===== src/rtl/bist_pkg.sv =====
// rtl/bist_pkg.sv - shared FSM state type and width-generic LFSR/MISR next-state functions
package bist_pkg;

    localparam int MAX_W = 64;

    typedef enum logic [2:0] {IDLE, INIT, RUN, COMPARE, DONE} state_t;

    // wmask has ones in the low W bits; callers zero-extend operands to MAX_W.
    function automatic logic [MAX_W-1:0] lfsr_next(input logic [MAX_W-1:0] s,
                                                   input logic [MAX_W-1:0] poly,
                                                   input logic [MAX_W-1:0] wmask);
        return ((s << 1) | MAX_W'(^(s & poly))) & wmask;
    endfunction

    function automatic logic [MAX_W-1:0] misr_next(input logic [MAX_W-1:0] s,
                                                   input logic [MAX_W-1:0] poly,
                                                   input logic [MAX_W-1:0] d,
                                                   input logic [MAX_W-1:0] wmask);
        logic msb;
        msb = |(s & wmask & ~(wmask >> 1));
        return ((s << 1) ^ (msb ? poly : '0) ^ d) & wmask;
    endfunction

endpackage


===== src/rtl/bist_misr.sv =====
// rtl/bist_misr.sv - multiple-input signature register compacting the CUT response
module bist_misr
    import bist_pkg::*;
#(
    parameter int                MISR_W    = 8,
    parameter logic [MISR_W-1:0] MISR_POLY = MISR_W'(8'h1D)
) (
    input  logic              clk,
    input  logic              rst,
    input  logic              clear,
    input  logic              enable,
    input  logic [MISR_W-1:0] data,
    output logic [MISR_W-1:0] signature
);

    localparam logic [MAX_W-1:0] W_MASK = {MAX_W{1'b1}} >> (MAX_W - MISR_W);

    always_ff @(posedge clk or posedge rst) begin
        if (rst) begin
            signature <= '0;
        end else if (clear) begin
            signature <= '0;
        end else if (enable) begin
            signature <= MISR_W'(misr_next(MAX_W'(signature), MAX_W'(MISR_POLY),
                                           MAX_W'(data), W_MASK));
        end
    end

endmodule


===== src/rtl/bist_engine.sv =====
// rtl/bist_engine.sv - logic-BIST controller: LFSR pattern source, MISR compaction, golden compare
// Optional signature readback port enabled by BIST_SIG_OUT_EN.
module bist_engine
    import bist_pkg::*;
#(
    parameter int                MISR_W     = 8,
    parameter int                TPG_W      = 8,
    parameter int                N_PAT      = 255,
    parameter logic [TPG_W-1:0]  TPG_POLY   = TPG_W'(8'hB8),
    parameter logic [TPG_W-1:0]  TPG_SEED   = TPG_W'(8'h01),
    parameter logic [MISR_W-1:0] MISR_POLY  = MISR_W'(8'h1D),
    parameter logic [MISR_W-1:0] GOLDEN_SIG = MISR_W'(8'h00)
) (
    input  logic              clk,
    input  logic              rst,
    input  logic              start,
    input  logic [MISR_W-1:0] cut_resp,
    output logic [TPG_W-1:0]  tpg_data,
    output logic              running,
    output logic              bist_end,
    output logic              out
`ifdef BIST_SIG_OUT_EN
    ,
    output logic [MISR_W-1:0] sig
`endif
);

    localparam int               CNT_W    = $clog2(N_PAT + 1);
    localparam logic [MAX_W-1:0] TPG_MASK = {MAX_W{1'b1}} >> (MAX_W - TPG_W);

    if (TPG_SEED == '0) begin : g_bad_seed
        $error("bist_engine: TPG_SEED must be nonzero");
    end

    state_t             state;
    logic               start_q;
    logic               start_edge;
    logic [TPG_W-1:0]   lfsr;
    logic [TPG_W-1:0]   lfsr_nxt;
    logic [CNT_W-1:0]   cnt;
    logic               last_pat;
    logic [MISR_W-1:0]  misr;

    assign start_edge = start & ~start_q;
    assign lfsr_nxt   = TPG_W'(lfsr_next(MAX_W'(lfsr), MAX_W'(TPG_POLY), TPG_MASK));
    assign last_pat   = (cnt == CNT_W'(N_PAT - 1));

    bist_misr #(
        .MISR_W    (MISR_W),
        .MISR_POLY (MISR_POLY)
    ) u_misr (
        .clk       (clk),
        .rst       (rst),
        .clear     (state == INIT),
        .enable    (state == RUN),
        .data      (cut_resp),
        .signature (misr)
    );

    // tpg_data is its own register so it can read 0 outside RUN while the LFSR keeps its seed.
    always_ff @(posedge clk or posedge rst) begin
        if (rst) begin
            state    <= IDLE;
            start_q  <= 1'b1;
            lfsr     <= TPG_SEED;
            cnt      <= '0;
            tpg_data <= '0;
            running  <= 1'b0;
            bist_end <= 1'b0;
            out      <= 1'b0;
`ifdef BIST_SIG_OUT_EN
            sig      <= '0;
`endif
        end else begin
            start_q <= start;
            case (state)
                IDLE: begin
                    if (start_edge) begin
                        state   <= INIT;
                        running <= 1'b1;
                    end
                end
                INIT: begin
                    lfsr     <= TPG_SEED;
                    cnt      <= '0;
                    tpg_data <= TPG_SEED;
                    state    <= RUN;
                end
                RUN: begin
                    lfsr <= lfsr_nxt;
                    cnt  <= cnt + CNT_W'(1);
                    if (last_pat) begin
                        tpg_data <= '0;
                        state    <= COMPARE;
                    end else begin
                        tpg_data <= lfsr_nxt;
                    end
                end
                COMPARE: begin
                    out      <= (misr == GOLDEN_SIG);
                    running  <= 1'b0;
                    bist_end <= 1'b1;
`ifdef BIST_SIG_OUT_EN
                    sig      <= misr;
`endif
                    state    <= DONE;
                end
                DONE: begin
                    if (start_edge) begin
                        state    <= INIT;
                        running  <= 1'b1;
                        bist_end <= 1'b0;
                        out      <= 1'b0;
`ifdef BIST_SIG_OUT_EN
                        sig      <= '0;
`endif
                    end
                end
                default: state <= IDLE;
            endcase
        end
    end

endmodule


===== config.mk =====
export PLATFORM = sky130hd
export DESIGN_NAME = bist_engine
export DESIGN_NICKNAME = d
export VERILOG_FILES = /design/src/rtl/bist_pkg.sv /design/src/rtl/bist_misr.sv /design/src/rtl/bist_engine.sv
export SDC_FILE = /design/constraint.sdc
export NUM_CORES = 1
export LEC_CHECK = 0
export CAP_MARGIN = 20
export CORE_UTILIZATION = 49
export DETAILED_ROUTE_END_ITERATION = 7
export PLACE_DENSITY = 0.77
export SETUP_SLACK_MARGIN = 0.5
export SLEW_MARGIN = 20
export SYNTH_ARGS = -nofsm -noshare
export SYNTH_HDL_FRONTEND = slang
export SYNTH_SLANG_ARGS = --single-unit

===== constraint.sdc =====
create_clock -name clk -period 1.58 [get_ports clk]
set_clock_uncertainty 0.2 [all_clocks]
set_input_delay 0.316 -clock clk [delete_from_list [all_inputs] [get_ports clk]]
set_output_delay 0.316 -clock clk [all_outputs]
set_load 0.05 [all_outputs]

==> key figures <==
Placement
  • Placed cell count: 227
  • Port bufs: 21
  • Hpwl dp: 2.70 mm
  • Dpl ws: -0.264 ns
  • Routability Congestion: 0.758

STA
  • WHS: 0.0141 ns
  • Final Cycle Share: 106%
  • Fmax: 0.598 GHz
  • Worst slew margin: 75.7%
  • Worst-margin pin slew: 0.361 ns
  • Post-layout min period: 1.67 ns
  • TNS Setup: -0.478 ns
  • RSZ-0062 raised after global routing: yes
  • Setup ws final: -0.0916 ns
  • Pins over their slew limit: 0
  • Final Hold Violating Endpoints: 0
  • Final setup violation count: 26

Route
  • Via density: 5.89
  • DRT antenna net count: 0
  • Final WL: 4.61 mm
  • DR iter-0 viols: 92
  • Drt wl/cell: 18.2 um
  • Via count: 1,489
  • Residual DRC count: 0
  • Drt pass-1 iters: 4

Global route
  • Pin count of the biggest net entering global routing: 16
  • Total GRT Usage: 23.0%
  • Overflow after GRT: 0
  • Initial antenna violation count: 0
  • Vias in the first global route: 1,483
  • First-pass GRT wire length: 7.09 mm

Worst setup path
  • CP Launch Type: register
  • R2R Path End: cnt[4]
  • Worst reg2reg startpoint: state[0]
  • CP endpoint kind: register
  • Crit path DAT: 1.75 ns
  • Critical Path RT: 1.66 ns
  • Setup slack, reg-to-reg: -0.09 ns
  • WS Path Type: register to register
  • Crit-path max FO: 6
  • R2R cell count: 3

Cells and area
  • Non-filler instance count after layout: 253
  • Layout area overhead: 50.1%
  • ANT cells: 0
  • Commonest non-fill, non-tap cell in the layout: dfrtp_1
  • Share of layout cells above drive strength 1: 43.5%
  • Commonest non-fill, non-tap cells in the layout: dfrtp_1 (24), a22o_1 (22), buf_4 (20)
  • NumNets Final: 219
  • Fin util: 78.9%

Job
  • MaxCap Viol Count: 0

Logic synthesis
  • Synth Area in Simple Gates: 10.5%
  • Synth Net Count: 166
  • Syn. warnings: 0
  • EDFF count, synth: 0
  • Main combinational cell family by area after synthesis: compound AO/OA/AOI/OAI gates
  • Leading area contributor after synthesis: dfrtp_1
  • Adder-cell share of the synthesized area: 1.39%
  • Yosys reg bits: 39
  • Synth Area in Compound Gates: 21.2%
  • Distinct cell type count after synthesis: 41
  • Synth Area in XOR/XNOR: 7.80%
  • Post-Synthesis Cells: 153
  • Top FF cell, synth: dfrtp_1
  • FFs w/ async S/R, synth: 100%
  • Mapped cell area: 1800 um^2
  • Mux share of post-synthesis cell area: 0%
  • Register area share after synthesis: 54.5%
  • Top cells by area, synth: dfrtp_1 (52%), a22o_1 (11%), xnor2_1 (4.9%), dfstp_2 (2.9%), xor2_1 (2.9%)
  • Synthesized area per cell: 11.7 um^2
  • Share of the synthesized area in the top cell type: 51.5%

Floorplan
  • Die area: 3910 um^2
  • DIE WIDTH: 62.6 um
  • Rows: 21
  • Core Area: 3420 um^2
  • I/O Pins: 22
  • Initial core utilization: 52.6%
  • DIE HEIGHT: 62.6 um

Clock tree
  • Clk root buf: clkbuf_4
  • Clock slew at reported path FFs: 0.12 ns
  • Clk Latency, worst-skew pair: 0.35 ns
  • H-tree Lvls: 2
  • Largest buffer count on any clock path: 2
  • CTS tree: yes
  • # clock sinks: 39
  • Num CTS Buffers: 5
  • CTS Hold Buffers Added: 0

Run status
  • Failing checks: setup timing
  • Status: complete, but fails checks

Power and ir drop
  • P per Cell Area: 2240 nW/um^2
  • Leak Pwr: 1.20 nW
  • VDD IR max: 1.34 mV

Hold path
  • Hold Path Class: input pin to async pin
-- per-layer routing --
metal	GRT usage (%)	wire length (um)
met1	30.0	1910
met2	37.9	2410
met3	4.93	216
met4	7.85	73
met5	0	0
-- worst max-delay path: stages (launching register included) --
cell and delay (ns):
dfrtp_2 0.47, or3b_4 0.44, or3_1 0.39, o21ai_1 0.10
-- registers in the layout, summed over array words and instances, names as in the netlist --
signal            count
running               1
tpg_data              8
state                 3
cnt                   8
bist_end              1
out                   1
u_misr.signature      8
start_q               1
lfsr                  8
-- synthesized netlist by cell type, types with 3 or more instances --
cell type  number
dfrtp_1        37
buf_2           3
xnor2_1        10
nor2_1          4
xor2_1          6
clkbuf_1        3
nand2_1         7
and3_1          3
o21ai_0         6
nand3_1         3
a211o_1         3
a21oi_1         3
a22o_1         22
a31oi_1         4
nor4_1          3
inv_1           7
-- through the flow --
stage          cell area [um^2]  power (mW)
4_1_cts                    2570        5.66
3_3_place_gp               2300        4.24
3_5_place_dp               2300        4.32
5_1_grt                    2700        6.33
2_1_floorplan              1840        3.34
6_report                   2700        6.05
-- area by class of cell --
| type | count | area, um^2 |
|---|---|---|
| Clock buffer | 6 | 41.3 |
| Multi-Input combinational cell | 98 | 830 |
| Clock inverter | 2 | 60.1 |
| Fill cell | 200 | 719 |
| Inverter | 7 | 35.0 |
| Tap cell | 46 | 57.6 |
| Timing Repair Buffer | 55 | 678 |
| Sequential cell | 39 | 995 |
-- cells by family (layout without fill, tap and decap cells) --
logic type      Yosys count  count (layout)
buf+inv                  16              70
flops                    39              39
simple gates             32              32
fa+ha+maj                 2               2
xor+xnor                 16              16
compound gates           48              48
-- worst max path at each step --
stage,from,endpoint,cells past startpoint
finish,state[0],cnt[4],3
global route,state[0],cnt[7],5
CTS,state[1],cnt[4],3
detailed placement,start,bist_end,4
global placement,start,out,4
floorplan,state[2],cnt[4],5
-- power breakdown --
group          total [mW]  leakage [nW]  internal (mW)  switching (mW)
Combinational        3.40         0.668           1.86            1.55
Clock               0.822        0.0525          0.494           0.328
Sequential           1.82         0.484           1.39           0.426
Total                6.05          1.20           3.75            2.30
-- timing repair --
item / 4_1_cts / 5_1_grt
pin swaps: 16 / 15
resized for setup: 16 / 23
gates cloned: 1 / 1
setup endpoints to repair: 49 / 49
buffers inserted: 11 / 5
(Power assumes the default switching activity.)
